<file path="config.mk">
export PLATFORM = sky130hd
export DESIGN_NAME = multiport_wen_decoder_flat
export DESIGN_NICKNAME = d
export VERILOG_FILES = /design/src/rtl/multiport_wen_decoder_if.sv /design/src/rtl/multiport_wen_decoder.sv /design/src/flat_wrapper.sv
export SDC_FILE = /design/constraint.sdc
export NUM_CORES = 1
export LEC_CHECK = 0
export BUFFER_PORTS_ARGS = -buffer_cell sky130_fd_sc_hd__clkbuf_2
export CORE_MARGIN = 1.5
export CORE_UTILIZATION = 35
export CTS_BUF_LIST = sky130_fd_sc_hd__clkbuf_8 sky130_fd_sc_hd__clkbuf_16
export DETAILED_ROUTE_END_ITERATION = 12
export PLACE_DENSITY_LB_ADDON = 0.3
export SLEW_MARGIN = 10
export SYNTH_ARGS = -nofsm -noshare
export SYNTH_HDL_FRONTEND = slang
export SYNTH_SLANG_ARGS = --single-unit
</file>
<file path="constraint.sdc">
create_clock -name clk -period 2.7 [get_ports clk]
set_input_delay 0 -clock clk [delete_from_list [all_inputs] [get_ports clk]]
set_output_delay 0 -clock clk [all_outputs]
set_load 0.01 [all_outputs]
</file>
<file path="src/rtl/multiport_wen_decoder_if.sv">
// -----------------------------------------------------------------------------
// multiport_wen_decoder_if
//   Bundles the request side (per-port enables and indices, stall, counter
//   clear) and the registered result side (one-hot vectors, merged write
//   enables, collision flag and counter) of the write-enable decoder.
//
//   Parameters must match the decoder instance bound to the slave modport.
//     SEL_W   index width per port; OUT_W = 2**SEL_W decoded lines
//     NPORTS  number of write ports
//     CNT_W   width of the collision counter
//
//   master : writeback side, drives requests, observes decoded enables
//   slave  : decoder side
// -----------------------------------------------------------------------------
interface multiport_wen_decoder_if #(
  parameter int SEL_W  = 5,
  parameter int NPORTS = 2,
  parameter int CNT_W  = 8
);
  localparam int OUT_W = 1 << SEL_W;

  logic [NPORTS-1:0]       en;
  logic [NPORTS*SEL_W-1:0] sel;
  logic                    stall;
  logic                    clr_cnt;
  logic [NPORTS*OUT_W-1:0] onehot;
  logic [OUT_W-1:0]        wen_any;
  logic                    conflict;
  logic [CNT_W-1:0]        conflict_cnt;

  modport master (
    output en, sel, stall, clr_cnt,
    input  onehot, wen_any, conflict, conflict_cnt
  );

  modport slave (
    input  en, sel, stall, clr_cnt,
    output onehot, wen_any, conflict, conflict_cnt
  );
endinterface

</file>
<file path="src/rtl/multiport_wen_decoder.sv">
// -----------------------------------------------------------------------------
// multiport_wen_decoder
//   Registered N-port binary-to-one-hot decoder producing register-file write
//   enables. Each port turns its index into a one-hot line; when two ports
//   target the same register, the lower-numbered port keeps the write and
//   the collision is flagged for one cycle and counted in a saturating
//   counter. One cycle of latency, no combinational input-to-output path.
//
// Parameters
//   SEL_W      index width; OUT_W = 2**SEL_W decoded lines
//   NPORTS     number of write ports (1..4)
//   ZERO_MASK  1: index 0 is a hardwired-zero register, never enabled and
//              never a collision; 0: index 0 decoded like any other
//   CNT_W      width of the saturating collision counter
//
// Ports
//   clk    rising-edge clock
//   rst_n  synchronous reset, active low; overrides stall and clr_cnt
//   bus    slave side of multiport_wen_decoder_if
//            en, sel       per-port enable / index (port p at sel[p*SEL_W +: SEL_W])
//            stall         hold every registered output, ignore inputs
//            clr_cnt       clear the collision counter (honoured under stall)
//            onehot        per-port one-hot, port p at onehot[p*OUT_W +: OUT_W]
//            wen_any       OR of all port one-hots
//            conflict      a collision was resolved in the current output
//            conflict_cnt  saturating count of collision events
// -----------------------------------------------------------------------------
module multiport_wen_decoder #(
  parameter int SEL_W     = 5,
  parameter int NPORTS    = 2,
  parameter int ZERO_MASK = 1,
  parameter int CNT_W     = 8
) (
  input  logic                     clk,
  input  logic                     rst_n,
  multiport_wen_decoder_if.slave   bus
);

  localparam int               OUT_W   = 1 << SEL_W;
  localparam logic [CNT_W-1:0] CNT_MAX = '1;

  // ---------------------------------------------------------------------------
  // Combinational decode, priority resolution and collision detection
  // ---------------------------------------------------------------------------
  logic [SEL_W-1:0]        idx [NPORTS];
  logic [OUT_W-1:0]        raw [NPORTS];
  logic [OUT_W-1:0]        claimed;
  logic [NPORTS*OUT_W-1:0] onehot_nxt;
  logic [OUT_W-1:0]        wen_any_nxt;
  logic                    collision;

  // NOTE: every signal driven here gets a default before any conditional
  // assignment, so no path leaves it unassigned and no latch is inferred;
  // combinational blocks use blocking '=' so later statements see the
  // updated values within the same evaluation.
  always_comb begin
    for (int p = 0; p < NPORTS; p++) begin
      idx[p] = bus.sel[p*SEL_W +: SEL_W];
      raw[p] = '0;
      if (bus.en[p]) begin
        raw[p][idx[p]] = 1'b1;
      end
      if (ZERO_MASK != 0) begin
        raw[p][0] = 1'b0;
      end
    end
  end

  // Lower port index wins: a port only keeps the lines no earlier port has
  // already claimed. Since each raw vector has at most one bit, a losing
  // port ends up all-zero and the slices are disjoint by construction.
  always_comb begin
    claimed    = '0;
    onehot_nxt = '0;
    for (int p = 0; p < NPORTS; p++) begin
      onehot_nxt[p*OUT_W +: OUT_W] = raw[p] & ~claimed;
      claimed                      = claimed | raw[p];
    end
    wen_any_nxt = claimed;
  end

  // A collision is any enabled pair sharing an index, except the masked
  // zero register. Several colliding pairs still form a single event.
  always_comb begin
    collision = 1'b0;
    for (int p = 1; p < NPORTS; p++) begin
      for (int q = 0; q < p; q++) begin
        if (bus.en[p] && bus.en[q] && (idx[p] == idx[q]) &&
            ((idx[p] != '0) || (ZERO_MASK == 0))) begin
          collision = 1'b1;
        end
      end
    end
  end

  // ---------------------------------------------------------------------------
  // Counter next-state: a clear lands first, then a same-edge event counts
  // on top of it, so clear plus collision yields 1. Stalled edges never
  // count, which also keeps a held conflict=1 from being counted twice.
  // ---------------------------------------------------------------------------
  logic [CNT_W-1:0] cnt_q;
  logic [CNT_W-1:0] cnt_base;
  logic [CNT_W-1:0] cnt_nxt;
  logic             count_evt;

  always_comb begin
    cnt_base  = bus.clr_cnt ? '0 : cnt_q;
    count_evt = !bus.stall && collision;
    cnt_nxt   = cnt_base;
    if (count_evt && (cnt_base != CNT_MAX)) begin
      cnt_nxt = cnt_base + CNT_W'(1);
    end
  end

  // ---------------------------------------------------------------------------
  // Output registers
  // ---------------------------------------------------------------------------
  logic [NPORTS*OUT_W-1:0] onehot_q;
  logic [OUT_W-1:0]        wen_any_q;
  logic                    conflict_q;

  // NOTE: state registers use non-blocking '<=' so all flops update together
  // from pre-edge values; reset is synchronous, so it is just the highest
  // priority branch inside the clocked block.
  always_ff @(posedge clk) begin
    if (!rst_n) begin
      onehot_q   <= '0;
      wen_any_q  <= '0;
      conflict_q <= 1'b0;
      cnt_q      <= '0;
    end else begin
      if (!bus.stall) begin
        onehot_q   <= onehot_nxt;
        wen_any_q  <= wen_any_nxt;
        conflict_q <= collision;
      end
      cnt_q <= cnt_nxt;
    end
  end

  assign bus.onehot       = onehot_q;
  assign bus.wen_any      = wen_any_q;
  assign bus.conflict     = conflict_q;
  assign bus.conflict_cnt = cnt_q;

endmodule

</file>
<file path="src/flat_wrapper.sv">
// flat-port wrapper written by rule: the top's interface ports become plain ports
module multiport_wen_decoder_flat 
#(
  parameter int SEL_W     = 5,
  parameter int NPORTS    = 2,
  parameter int ZERO_MASK = 1,
  parameter int CNT_W     = 8
)
  (clk, rst_n, bus_en, bus_sel, bus_stall, bus_clr_cnt, bus_onehot, bus_wen_any, bus_conflict, bus_conflict_cnt);
  multiport_wen_decoder_if #(.SEL_W(SEL_W), .NPORTS(NPORTS), .CNT_W(CNT_W)) bus_i ();
  input  logic clk;
  input  logic rst_n;
  input wire logic [$bits(bus_i.en)-1:0] bus_en;
  input wire logic [$bits(bus_i.sel)-1:0] bus_sel;
  input wire logic [$bits(bus_i.stall)-1:0] bus_stall;
  input wire logic [$bits(bus_i.clr_cnt)-1:0] bus_clr_cnt;
  output wire logic [$bits(bus_i.onehot)-1:0] bus_onehot;
  output wire logic [$bits(bus_i.wen_any)-1:0] bus_wen_any;
  output wire logic [$bits(bus_i.conflict)-1:0] bus_conflict;
  output wire logic [$bits(bus_i.conflict_cnt)-1:0] bus_conflict_cnt;
  assign bus_i.en = bus_en;
  assign bus_i.sel = bus_sel;
  assign bus_i.stall = bus_stall;
  assign bus_i.clr_cnt = bus_clr_cnt;
  assign bus_onehot = bus_i.onehot;
  assign bus_wen_any = bus_i.wen_any;
  assign bus_conflict = bus_i.conflict;
  assign bus_conflict_cnt = bus_i.conflict_cnt;
  multiport_wen_decoder #(.SEL_W(SEL_W), .NPORTS(NPORTS), .ZERO_MASK(ZERO_MASK), .CNT_W(CNT_W)) u_core (.clk(clk), .rst_n(rst_n), .bus(bus_i));
endmodule
</file>
==> flow_metrics.py <==
metrics = {
    "clock_tree": {
        "cts_buffer_depth": 2,
        "post_cts_buffers": 0,
        "cts.sinks": 102,
        "clkTransAtPathRegs_ns": 0.07,
        "clk_latency_ns": 0.34,
        "root_buffer": "clkbuf_16",
        "cts_resized": 0,
        "cts_buffers": 9,
        "h-tree-depth": 3,
        "cts_hold_buffers": 0,
        "cts_tree": "built",
    },
    "global_routing": {
        "overflow": 0,
        "antenna_found_initial": 0,
        "grt_pass1_vias": 3856,
        "grt_usage_pct": 19.6,
        "grt_max_degree": 44,
        "grt_pass1_wl_mm": 19.8,
    },
    "run": {
        "drv_cap": 0,
    },
    "place": {
        "globalplace.congestion": 0.917,
        "io_buffer_count": 117,
        "dp_hpwl_mm": 9.28,
        "place_inst": 769,
        "place_ws_ns": 1.01,
        "placed_area_um2": 4930,
    },
    "sta": {
        "fmax_ghz": 0.579,
        "fin_crit_sh_pct": 63.9,
        "setup_violations": 0,
        "tightest_slew_ns": 0.667,
        "rsz0062_at_grt": "no",
        "max-slew-margin-rel_pct": 55.5,
        "period_minus_slack_ns": 1.73,
        "hold_slack_ns": 0.00693,
        "slew_violations": 0,
        "clock_skew_ns": 0.00149,
        "fin_tns_setup_ns": 0,
        "finalHoldViolCount": 0,
        "fin_ws_ns": 0.974,
    },
    "die": {
        "core-area_um2": 12000,
        "dieArea_um2": 12900,
        "fp.dieW_um": 114,
        "rows": 40,
        "initial_utilization_pct": 35.8,
        "num_io_pins": 121,
        "die_y_um": 114,
    },
    "pwr": {
        "p_total_mw": 3.16,
        "p_leak_nw": 2.14,
        "vdd_ir_drop_max_v": 0.000284,
        "power.density_nw_per_um2": 602,
    },
    "synth": {
        "netlist_area_um2": 4290,
        "yosys_warnings": 0,
        "avgSynthCellArea_um2": 7.98,
        "async_flop_share_pct": 0,
        "synth_cells": 537,
        "ys.flop_type": "dfxtp_1",
        "synth_edf_count": 0,
        "ys_types": 44,
        "ys_seq_area_share_pct": 47.6,
        "ys_ff_latch": 102,
    },
    "outcome": {
        "outcome": "finished, final reports clean",
    },
    "drt": {
        "wirelength_mm": 12.6,
        "viasPerCell": 5.28,
        "wire_per_inst_um": 16.1,
        "num_vias": 4142,
        "ant_nets": 0,
        "drtPass1Iterations": 5,
        "drtIter0Drc": 359,
        "drc": 0,
    },
    "cells_and_area": {
        "nFillCells": 1204,
        "fin_util_pct": 43.9,
        "final_cell_mix": "116 x clkbuf_2, 102 x dfxtp_1, 97 x a21oi_1",
        "synthToLayoutAreaGrowth_pct": 22.6,
        "diodes": 0,
        "finish.instance_area_um2": 5260,
        "final_layout_size_suffix_gt1_share_pct": 24.3,
        "nets": 650,
        "final_common_cell": "clkbuf_2",
        "stdcell_count": 785,
    },
    "critical_path": {
        "crit_chain": "nand2b_1, inv_1, ha_1, nand2_1, nor3_4, nor3_2, nand4_1, mux2i_1",
        "cp_slowest_stage_delay_ns": 0.34,
        "crit_buf_inv": 1,
        "crit_family": "simple AND/OR/NAND/NOR gates",
        "criticalPathCategory": "reg2reg",
        "endpoint_kind": "flip-flop",
        "cp.required_ns": 2.94,
        "cp.arrival_ns": 1.96,
        "cp_max_fo": 5,
        "startpoint_type": "flip-flop",
        "crit_slowest_cell": "dfxtp_1",
    },
    "min_path": {
        "hold_path.class": "in2reg",
    },
}
## state kept, by name, summed over array words and instances, names as in the netlist
signal / cells
u_core.bus.conflict: 1
u_core.bus.conflict_cnt: 8
u_core.bus.onehot: 62
u_core.bus.wen_any: 31
## tightest hold or removal path, delay by kind of cell
| kind | cells | cell delay [ns] |
|---|---|---|
| buf+inv | 1 | 0.13 |
| mux | 1 | 0.06 |
| simple gates | 2 | 0.12 |
## metal layers
layer | vias to the layer above | part of all wire (%) | GRT usage, %
met5 | - | 0 | 0
met4 | 0 | 1.6 | 6.92
met3 | 16 | 8.7 | 4.99
met2 | 199 | 46 | 30.6
met1 | 1901 | 44 | 26.3
li1 | 2026 | - | -
## cell families after synthesis
group	count (synthesis)	share of synthesized area [%]
multiplexers	2	0.467
XOR/XNOR	6	1.40
AO/OA/AOI/OAI	151	19.2
adder cells (fa/ha/maj)	1	0.292
other	1	0.0875
AND/OR/NAND/NOR	230	26.4
flip-flops	102	47.6
buffers and inverters	44	4.53
## layout make-up
class,instances,area (µm²),area share [%]
inverters,4,15.0,0.286
repair buffers,123,633,12.0
flip-flops and latches,102,2040,38.9
clock buffers,10,239,4.55
well taps,147,184,3.50
clock inverters,6,85.1,1.62
multi-input cells,393,2060,39.1
## where the power goes
part	internal, mW	leakage (nW)	switching (mW)
registers	1.52	0.825	0.0116
logic	0.0666	1.15	0.154
clock network	0.836	0.166	0.571
## cells in the mapped netlist, drive strengths merged (3+ instances only)
cell    instances  area (µm²)
dfxtp         102        2040
a21oi          97         485
nand2          82         308
nor2           77         289
o21ai          30         150
clkbuf         27         101
nor3b          18         135
a31oi          15        93.8
buf            13        77.6
and3            8        51.3
and3b           8        72.6
nand3           8        40.0
xnor2           6        60.1
nand2b          5        31.3
nand3b          5        37.5
inv             4        15.0
nand4           3        25.0
nor3            3        31.3
or2             3        18.8
or3b            3        26.3
## final timing paths
| kind | to | slack [ns] | cells past startpoint | startpoint |
|---|---|---|---|---|
| hold reg to reg | u_core.bus.onehot[11] | 0.47 | 2 | u_core.bus.onehot[11] |
| setup / recovery | u_core.bus.conflict_cnt[4] | 0.97 | 8 | u_core.bus.conflict_cnt[0] |
| setup reg to reg | u_core.bus.conflict_cnt[4] | 0.97 | 8 | u_core.bus.conflict_cnt[0] |
| hold / removal | u_core.bus.conflict_cnt[4] | 0.007 | 4 | bus_clr_cnt |
(Power assumes the default switching activity.)
